File: config.mk
export PLATFORM = sky130hd
export DESIGN_NAME = patch_stream_serializer
export DESIGN_NICKNAME = d
export VERILOG_FILES = /design/src/rtl/patch_stream_serializer.sv
export SDC_FILE = /design/constraint.sdc
export NUM_CORES = 1
export LEC_CHECK = 0
export CAP_MARGIN = 40
export CORE_ASPECT_RATIO = 1.75
export CORE_MARGIN = 2
export CORE_UTILIZATION = 30
export CTS_BUF_LIST = sky130_fd_sc_hd__clkbuf_16
export DETAILED_ROUTE_END_ITERATION = 10
export GPL_ROUTABILITY_DRIVEN = 0
export PLACE_DENSITY = 0.57
export SYNTH_ARGS = -nofsm -noshare
export SYNTH_HDL_FRONTEND = slang
export SYNTH_SLANG_ARGS = --single-unit
File: constraint.sdc
create_clock -name clk -period 69.3 [get_ports clk]
set_clock_uncertainty 0.2 [all_clocks]
set_input_delay 20.79 -clock clk [delete_from_list [all_inputs] [get_ports clk]]
set_output_delay 20.79 -clock clk [all_outputs]
set_load 0.01 [all_outputs]
File: src/rtl/patch_stream_serializer.sv
// rtl/patch_stream_serializer.sv - captures a full patch array and streams it one channel element per beat
//
// Purpose:
//   When the patchifier reports DONE (and en is high) the whole parallel patch
//   array is latched in one cycle, output_taken pulses for one cycle, and the
//   latched elements are streamed in order patch -> pixel -> channel over a
//   valid/ready channel together with patch/element indices and last flags.
//
// Ports:
//   clk, reset       clock, synchronous active-high reset
//   en               capture permitted while high
//   patch_state      patchifier state (3'b100 = DONE)
//   all_patches      flattened patch array; patch p, pixel q, channel c sits at
//                    bit ((p*PATCH_VECTOR_SIZE+q)*NUM_CHANNELS+c)*CHANNEL_SIZE
//   output_taken     one-cycle pulse on the first streaming cycle
//   out_data         current element
//   out_valid        out_data and tags valid
//   out_ready        consumer accepts when out_valid && out_ready
//   out_patch_idx    patch index of the beat
//   out_elem_idx     element index within the patch
//   out_last_elem    beat is the last element of its patch
//   out_last_patch   beat is the last element of the last patch
//   busy             high while streaming
module patch_stream_serializer #(
    parameter int CHANNEL_SIZE = 8,
    parameter int NUM_CHANNELS = 3,
    parameter int IMG_WIDTH    = 4,
    parameter int IMG_HEIGHT   = 4,
    parameter int PATCH_SIZE   = 2,
    localparam int TOTAL_NUM_PATCHES = (IMG_WIDTH / PATCH_SIZE) * (IMG_HEIGHT / PATCH_SIZE),
    localparam int PATCH_VECTOR_SIZE = PATCH_SIZE * PATCH_SIZE,
    localparam int ELEMS_PER_PATCH   = PATCH_VECTOR_SIZE * NUM_CHANNELS,
    localparam int NUM_ELEMS         = TOTAL_NUM_PATCHES * ELEMS_PER_PATCH,
    localparam int ALL_W             = NUM_ELEMS * CHANNEL_SIZE,
    localparam int P_W = (TOTAL_NUM_PATCHES > 1) ? $clog2(TOTAL_NUM_PATCHES) : 1,
    localparam int E_W = (ELEMS_PER_PATCH > 1) ? $clog2(ELEMS_PER_PATCH) : 1
) (
    input  logic                    clk,
    input  logic                    reset,
    input  logic                    en,
    input  logic [2:0]              patch_state,
    input  logic [ALL_W-1:0]        all_patches,
    output logic                    output_taken,
    output logic [CHANNEL_SIZE-1:0] out_data,
    output logic                    out_valid,
    input  logic                    out_ready,
    output logic [P_W-1:0]          out_patch_idx,
    output logic [E_W-1:0]          out_elem_idx,
    output logic                    out_last_elem,
    output logic                    out_last_patch,
    output logic                    busy
);

    localparam int B_W = (NUM_ELEMS > 1) ? $clog2(NUM_ELEMS) : 1;
    localparam logic [2:0]     DONE   = 3'b100;
    localparam logic [E_W-1:0] E_LAST = E_W'(ELEMS_PER_PATCH - 1);
    localparam logic [P_W-1:0] P_LAST = P_W'(TOTAL_NUM_PATCHES - 1);

    typedef enum logic {
        IDLE   = 1'b0,
        STREAM = 1'b1
    } state_t;

    state_t state, state_next;

    logic                    capture;
    logic                    frame_end;
    logic                    accept;
    logic [P_W-1:0]          p_cnt;
    logic [E_W-1:0]          e_cnt;
    // Flat element index (p*ELEMS_PER_PATCH + e) kept as its own counter so
    // the buffer read is a plain mux with no multiplier.
    logic [B_W-1:0]          b_cnt;
    logic [CHANNEL_SIZE-1:0] elem_buf [NUM_ELEMS];

    // Valid and busy come straight from the state register, so out_ready has
    // no combinational path to out_valid.
    assign out_valid      = (state == STREAM);
    assign busy           = (state == STREAM);
    assign accept         = out_valid && out_ready;
    assign out_patch_idx  = p_cnt;
    assign out_elem_idx   = e_cnt;
    assign out_last_elem  = out_valid && (e_cnt == E_LAST);
    assign out_last_patch = out_last_elem && (p_cnt == P_LAST);
    // Buffer contents are undefined after reset; gate so idle data reads 0.
    assign out_data       = out_valid ? elem_buf[b_cnt] : '0;

    always_comb begin
        state_next = state;
        capture    = 1'b0;
        frame_end  = 1'b0;
        case (state)
            IDLE: begin
                if (en && (patch_state == DONE)) begin
                    capture    = 1'b1;
                    state_next = STREAM;
                end
            end
            STREAM: begin
                // patch_state is ignored here; only the final accept leaves.
                if (accept && out_last_patch) begin
                    frame_end  = 1'b1;
                    state_next = IDLE;
                end
            end
            default: state_next = IDLE;
        endcase
    end

    always_ff @(posedge clk) begin
        if (reset) begin
            state        <= IDLE;
            output_taken <= 1'b0;
            p_cnt        <= '0;
            e_cnt        <= '0;
            b_cnt        <= '0;
        end else begin
            state        <= state_next;
            output_taken <= capture;
            if (capture || frame_end) begin
                p_cnt <= '0;
                e_cnt <= '0;
                b_cnt <= '0;
            end else if (accept) begin
                b_cnt <= b_cnt + 1'b1;
                if (e_cnt == E_LAST) begin
                    e_cnt <= '0;
                    p_cnt <= p_cnt + 1'b1;
                end else begin
                    e_cnt <= e_cnt + 1'b1;
                end
            end
        end
    end

    // Channel 0 of pixel 0 of patch 0 is the LSB slice, so the flat slice
    // order already matches the stream order.
    always_ff @(posedge clk) begin
        if (capture) begin
            for (int i = 0; i < NUM_ELEMS; i++) begin
                elem_buf[i] <= all_patches[i*CHANNEL_SIZE +: CHANNEL_SIZE];
            end
        end
    end

endmodule
; Yosys cells after proc, flatten, opt, wreduce, memory -nomap -nowiden
; Memory sizes are Yosys's and may differ from the RTL's. A register that Yosys moved wholly into a read port is not among the register bits.
; Index checks and enable logic that the tools add are counted.
[totals]
inputBits = 391
n_memories = 1
out_inout_bits = 19
mem_bits_rw = 384
ff_bits = 14
[op_classes]
n_eq_ne = 3
n_reduce_logical = 8
addsub = 3
n_bitwise = 1
n_mux = 12
[mem_list]
columns = memory, words, word_bits, rd, rd_ports_with_merged_regs, write_ports, line
row1 = elem_buf, 48, 8, 1, 1, 48, 74  ; logic [CHANNEL_SIZE-1:0] elem_buf [NUM_ELEMS];
[ops]
columns = cell, n
row1 = $mux W6, 2
row2 = $mux W8, 1
row3 = $mux W1, 7
row4 = $add A6 B1 Y6 const B, 1
row5 = $logic_and A1 B1 Y1, 5
row6 = $add A4 B1 Y4 const B, 1
row7 = $eq A4 B4 Y1 const B, 1
row8 = $mux W4, 1
row9 = $eq A3 B3 Y1 const B, 1
row10 = $add A2 B1 Y2 const B, 1
row11 = $eq A2 B2 Y1 const B, 1
row12 = $pmux W1 S2, 1
row13 = $reduce_and A2 Y1, 1
row14 = $reduce_or A2 Y1, 1
row15 = $logic_or A1 B1 Y1, 1
row16 = $not A1 Y1, 1

; Depth between registers and ports, before layout
; Gate-level depths: netlist of run 1.
[depth]
depth_word = 9
mapped_depth = 8

; Least setup slack after synthesis of run 1
; OpenSTA, ideal clock, no wires.
[synth_path]
kind = input to register
from = in patch_state[1]
to = reg e_cnt[0] (netlist: out_elem_idx[0])
arrival_time_ps = 60235
setup_slack_ps = 8714
path_stages = 3
setup_ps = 151
path_cell_list = nor4_1 > or3_1 > nor2_1
[synth_via]
elab_chain_cells = 6
[synth_lines]
columns = element, line
row1 = start: declaration, 41  ; input logic [2:0] patch_state,
row2 = $eq A3 B3 Y1, 94  ; if (en && (patch_state == DONE)) begin
row3 = $logic_and A1 B1 Y1, 94
row4 = $mux W1, 94
row5 = $mux W1, 92  ; case (state)
row6 = $logic_or A1 B1 Y1, 120  ; if (capture || frame_end) begin
row7 = $reduce_or A2 Y1 (no source line), -
row8 = end signal: assignment, 130  ; e_cnt <= e_cnt + 1'b1;
row9 = end: declaration, 70  ; logic [E_W-1:0] e_cnt;
; Every way passes these cells.
; A chain may end at the register's enable or synchronous reset.

==> results of run 1 <==
==> through the flow <==
stage	total power (W)	cells	utilization	area (µm²)	hold slack [ps]
CTS	0.000527	1868	0.422	21600	303
global route	0.000536	1872	0.422	21600	343
floorplan	0.000290	746	-	15500	259
finish	0.000519	1872	0.422	21600	300
detailed placement	0.000310	1797	0.397	20300	293
global placement	0.000310	1793	0.395	20200	278
==> flip-flops by register name, summed over array words and instances, names as in the netlist, named ones only <==
| signal | flops |
|---|---|
| elem_buf | 384 |
| b_cnt | 6 |
| out_elem_idx | 4 |
| out_patch_idx | 2 |
| busy | 1 |
| output_taken | 1 |
==> placed cells by master (no fill, tap or decap), drive strengths merged, types with 4 or more instances in the layout <==
cell             n
clkdlybuf4s50  409
edfxtp         384
mux4            64
mux2i           43
clkbuf          42
mux2            30
dfxtp           20
nand2           19
o22ai           18
nor2            16
clkinv          16
a22oi           14
a221oi          14
nand3           13
buf             12
a21oi           10
a211oi          10
inv              7
o2111ai          6
xor2             5
nor2b            5
diode            4
nand2b           4
and2             4
==> final timing paths <==
kind                                from         endpoint  cells after the start
worst min register to register  b_cnt[5]             flop                      2
worst max register to register      busy  elem_buf[22][3]                      5
worst min-delay path            b_cnt[5]             flop                      2
worst max-delay path                flop      out_data[6]                      7
==> area by class of cell <==
cell class                      count  area [µm²]
Tap cell                          672         841
Clock inverter                     29         235
Multi-Input combinational cell    300        3290
Fill cell                        4601       29600
Timing Repair Buffer              421        4240
Sequential cell                   404       11900
Antenna cell                        4        10.0
Clock buffer                       42        1050
==> worst max-delay path: stages, from the launching register on <==
cell and delay, ps:
dfxtp_4 670, buf_4 620, nor2b_1 660, nand2b_1 460
o22ai_1 280, a211oi_1 80, a21oi_1 260, clkdlybuf4s50_1 610
==> power groups by stage <==
| stage | combinational, W | sequential (W) | clock [W] |
|---|---|---|---|
| 3_3_place_gp | 0.0000312 | 0.000279 | 0 |
| 2_1_floorplan | 0.00000547 | 0.000284 | 0 |
| 5_1_grt | 0.0000330 | 0.000274 | 0.000229 |
| 3_5_place_dp | 0.0000317 | 0.000279 | 0 |
| 4_1_cts | 0.0000319 | 0.000274 | 0.000221 |
| 6_report | 0.0000313 | 0.000273 | 0.000214 |
==> per-layer routing <==
layer / track usage / vias to the layer above / wire (µm) / part of all wire
met5: 0 / - / 0 / 0
met4: 0.0717 / 0 / 1730 / 0.038
met3: 0.0378 / 68 / 2910 / 0.065
met2: 0.321 / 335 / 25500 / 0.57
met1: 0.165 / 4310 / 14900 / 0.33
li1: - / 3946 / - / -
==> kinds of logic after synthesis <==
kind of cell | count (synthesis) | share of synthesized area
flops | 404 | 0.770
xor+xnor | 8 | 0.00452
mux | 137 | 0.143
simple gates | 73 | 0.0237
buf+inv | 42 | 0.0177
fa+ha+maj | 3 | 0.00242
compound gates | 79 | 0.0386
==> metrics.txt, run 1 <==
cells after synthesis 746; via count 8,659; Setup TNS 0 ps; Crit path required time 48,310 ps; Synth warnings 0; Leakage 6.77 nW; Gate power share 0.060; largest net degree at the start of global routing 172; initial core utilization 0.302; ys flop type edfxtp_1; Root Buffer clkbuf_16; asr flop ratio synth 0; Cell Pwr Density 24.0 mW/mm²; Max-cap violations 0; Reg2Reg Setup Slack 66,080 ps; Core ar. 0.0512 mm²; DRT iter0 DRCs 488; vias in the first global route 9,606; antenna-violating nets left 0; die area 0.0535 mm²; htree depth 2; Post-CTS Resized 0; Final Critical Period 25,240 ps; num rows 110; DRT Pass-1 Iters 4; I/O pin count 410; wire per inst 24.0 µm; NumNets Final 1,561; sequential area share after synthesis 0.770; final hold viol count 0; DP HPWL 33.9 mm; first-pass GRT wire length 63.2 mm; DIE WIDTH 176 µm; clock buffer depth 3; Reg clk slew, reported paths 60 ps; layout cells sized above 1 0.149; crit share post-route 0.364; average size of a mapped cell 20.8 µm²; Synth top area share 0.745; DRC Markers 0; port buffer count 409; largest cells by area after synthesis edfxtp_1 (74%), mux4_2 (9.3%), mux2i_1 (2.8%), dfxtp_1 (2.6%), mux2_2 (2.2%); antenna violations before repair 4; unrepaired setup endpoints after global routing false; sequential share of power 0.527; Post-Place Setup Slack 44,510 ps; type of origin of the critical path flop; Worst Path Class, Setup flop to primary output; EDFF count, synth 384; flops & latches, synth 404; vias per cell 4.63; HP Class flop to flop; Mapped Area 0.0155 mm²; switching power share of the total 0.199; clock network power share 0.412; status finished, final reports clean; TritonCTS clock tree built; TritonCTS Buffers 40; most frequent cells after synthesis edfxtp_1 (384), mux4_2 (64), mux2i_1 (43); grt ovf 0; worst-path maximum fanout 34; most common cell in the synthesized netlist edfxtp_1; VDD IR max 0.0000191 V; All-Layer GR Usage 0.166; f_max 39.6 MHz; Synth cell types 41; Yosys top cell by area edfxtp_1; Sinks on Clock Net 404; hold_buf cts 0; Slew Limit Fails 0; Die Ht 305 µm; max_slew headroom 0.357; P_sw 0.000103 W; Internal Power 0.000416 W; Crit. End Element primary output; wirelength, routed 45.0 mm; syn nets 1,140; area grow syn2layout 39.5%; arrival time at the worst endpoint 4250 ps; final setup fails 0; Tightest Pin Transition 965 ps; final worst setup slack 44,060 ps; post-CTS setup buffer count 0; worst-skew pair later-pin latency 530 ps
No activity file was read; power rests on OpenSTA's default activity.
==> run 2, diff against run 1 <==
PLACE_DENSITY = 0.59   (was 0.57)
clock period = 20.9 ns   (was 69.3 ns; I/O delays follow)
==> run 2 against run 1 <==
Effect of this change:
- sequential share of layout area shrank 0.16 points
- global-route usage grew 0.060 points
- die area is the same
- routed wire length grew 0.27%
- first-iteration DRC count grew 10%
- critical endpoint unchanged
- largest cell class unchanged
- highest routed layer is now met5
==> metrics.txt, run 2 (synthesis results as in run 1) <==
status finished, final reports clean (unchanged); VDD IR max 0.0000638 V (was 0.0000191 V); Die Ht 305 µm (unchanged); antenna violations before repair 10 (was 4); CP endpoint out_data[6] (unchanged); max_slew headroom 0.120 (was 0.357); HP Class flop to flop (unchanged); grt ovf 0 (unchanged); post-CTS setup buffer count 0 (unchanged); commonest cells after routing, fill and taps aside clkdlybuf4s50_1 (409), edfxtp_1 (384), mux4_2 (64) (unchanged); clock network power share 0.418 (was 0.412); Cell Pwr Density 80.1 mW/mm² (was 24.0 mW/mm²); Crit path required time 14,430 ps (was 48,310 ps); Setup TNS 0 ps (unchanged); All-Layer GR Usage 0.166 (about the same); final setup fails 0 (unchanged); worst-skew pair later-pin latency 530 ps (about the same); Leakage 6.80 nW (was 6.77 nW); I/O pin count 410 (unchanged); DRC Markers 0 (unchanged); sequential share of power 0.522 (was 0.527); via count 8,732 (was 8,659); Most flops, register elem_buf (unchanged); vias in the first global route 9,779 (was 9,606); Final Power 0.00174 W (was 0.000519 W); Largest register FFs 384 (unchanged); Max-cap violations 0 (unchanged); crit share post-route 0.506; die area 0.0535 mm² (unchanged); final cell count without fillers 1,876 (was 1,872); antenna-violating nets left 0 (unchanged); most common cell after layout, fill and taps aside clkdlybuf4s50_1 (unchanged); initial core utilization 0.302 (unchanged); Root Buffer clkbuf_16 (unchanged); unrepaired setup endpoints after global routing false (unchanged); DIE WIDTH 176 µm (unchanged); Final Critical Period 10,570 ps; arrival time at the worst endpoint 4100 ps (was 4250 ps); Post-CTS Resized 0 (unchanged); Worst Path Class, Setup flop to primary output (unchanged); Sinks on Clock Net 404 (unchanged); DRT iter0 DRCs 539 (was 488); Gate power share 0.060 (about the same); Core ar. 0.0512 mm² (unchanged); Internal Power 0.00140 W (was 0.000416 W); worst r2r src busy (unchanged); wirelength, routed 45.1 mm (was 45.0 mm); first-pass GRT wire length 64.0 mm (was 63.2 mm); area grow syn2layout 39.9% (was 39.5%); port buffer count 409 (unchanged); layout cells sized above 1 0.145 (was 0.149); wire per inst 24.0 µm (about the same); hold_buf cts 0 (unchanged); largest net degree at the start of global routing 196 (was 172); Tightest Pin Transition 1320 ps (was 965 ps); Placed Instances 1,798 (was 1,797); htree depth 2 (unchanged); DRT Pass-1 Iters 4 (unchanged); f_max 94.6 MHz; type of origin of the critical path flop (unchanged); Crit. End Element primary output (unchanged); switching power share of the total 0.194 (was 0.199); TritonCTS clock tree built (unchanged); Hold Slack 302 ps (was 300 ps); Slew Limit Fails 0 (unchanged); Reg2Reg Depth 7 (was 5); final hold viol count 0 (unchanged); NumNets Final 1,563 (was 1,561); TritonCTS Buffers 40 (unchanged); DP HPWL 33.7 mm (was 33.9 mm); P_sw 0.000337 W (was 0.000103 W); Reg2Reg Setup Slack 17,930 ps (was 66,080 ps); worst-path maximum fanout 37 (was 34); vias per cell 4.65 (was 4.63); R2R Path End elem_buf[37][1] (was elem_buf[22][3]); num rows 110 (unchanged); clock buffer depth 3 (unchanged); Reg clk slew, reported paths 60 ps (about the same)
## run 2: area by class of cell
class,instances,area [µm²]
clock inverters,29,300
multi-input cells,300,3300
flip-flops and latches,404,11900
diodes,8,20.0
well taps,672,841
fillers,4550,29500
repair buffers,423,4270
clock buffers,40,1000
## run 2: through the flow
step	utilization	worst slack (ps)	cell area, µm²
6_report	0.423	10330	21700
5_1_grt	0.423	9990	21700
4_1_cts	0.422	10050	21600
3_5_place_dp	0.397	10670	20300
3_3_place_gp	0.396	10560	20300
2_1_floorplan	-	1510	15500
## run 2: routing by layer
metal  global-route usage  vias up  share of wire
li1                     -     3959              -
met1                0.168     4367           0.34
met2                0.325      332           0.57
met3               0.0359       72          0.060
met4               0.0634        2          0.031
met5                    0        -        0.00035
## run 2: power groups by stage
stage	combinational, W	sequential [W]	clock [W]
floorplan	0.0000181	0.000928	0
global placement	0.000102	0.000924	0
detailed placement	0.000104	0.000924	0
CTS	0.000105	0.000907	0.000748
global route	0.000110	0.000907	0.000774
finish	0.000103	0.000906	0.000726
## run 2: worst min-delay path by stage
stage | cells past startpoint | endpoint | slack [ps] | from
3_5_place_dp | 2 | b_cnt[5] | 290 | b_cnt[5]
4_1_cts | 2 | b_cnt[5] | 300 | b_cnt[5]
2_1_floorplan | 2 | flop | 260 | b_cnt[5]
3_3_place_gp | 2 | flop | 280 | b_cnt[1]
6_report | 2 | flop | 300 | b_cnt[1]
5_1_grt | 2 | flop | 330 | b_cnt[1]
## run 2: worst max-delay path, cell delays in order, from the launching register on
cell and delay [ps]:
dfxtp_4 670, buf_4 670, nand2b_1 430, o22ai_1 150
a221oi_1 540, o2111ai_1 290, a21oi_1 200, clkdlybuf4s50_1 560
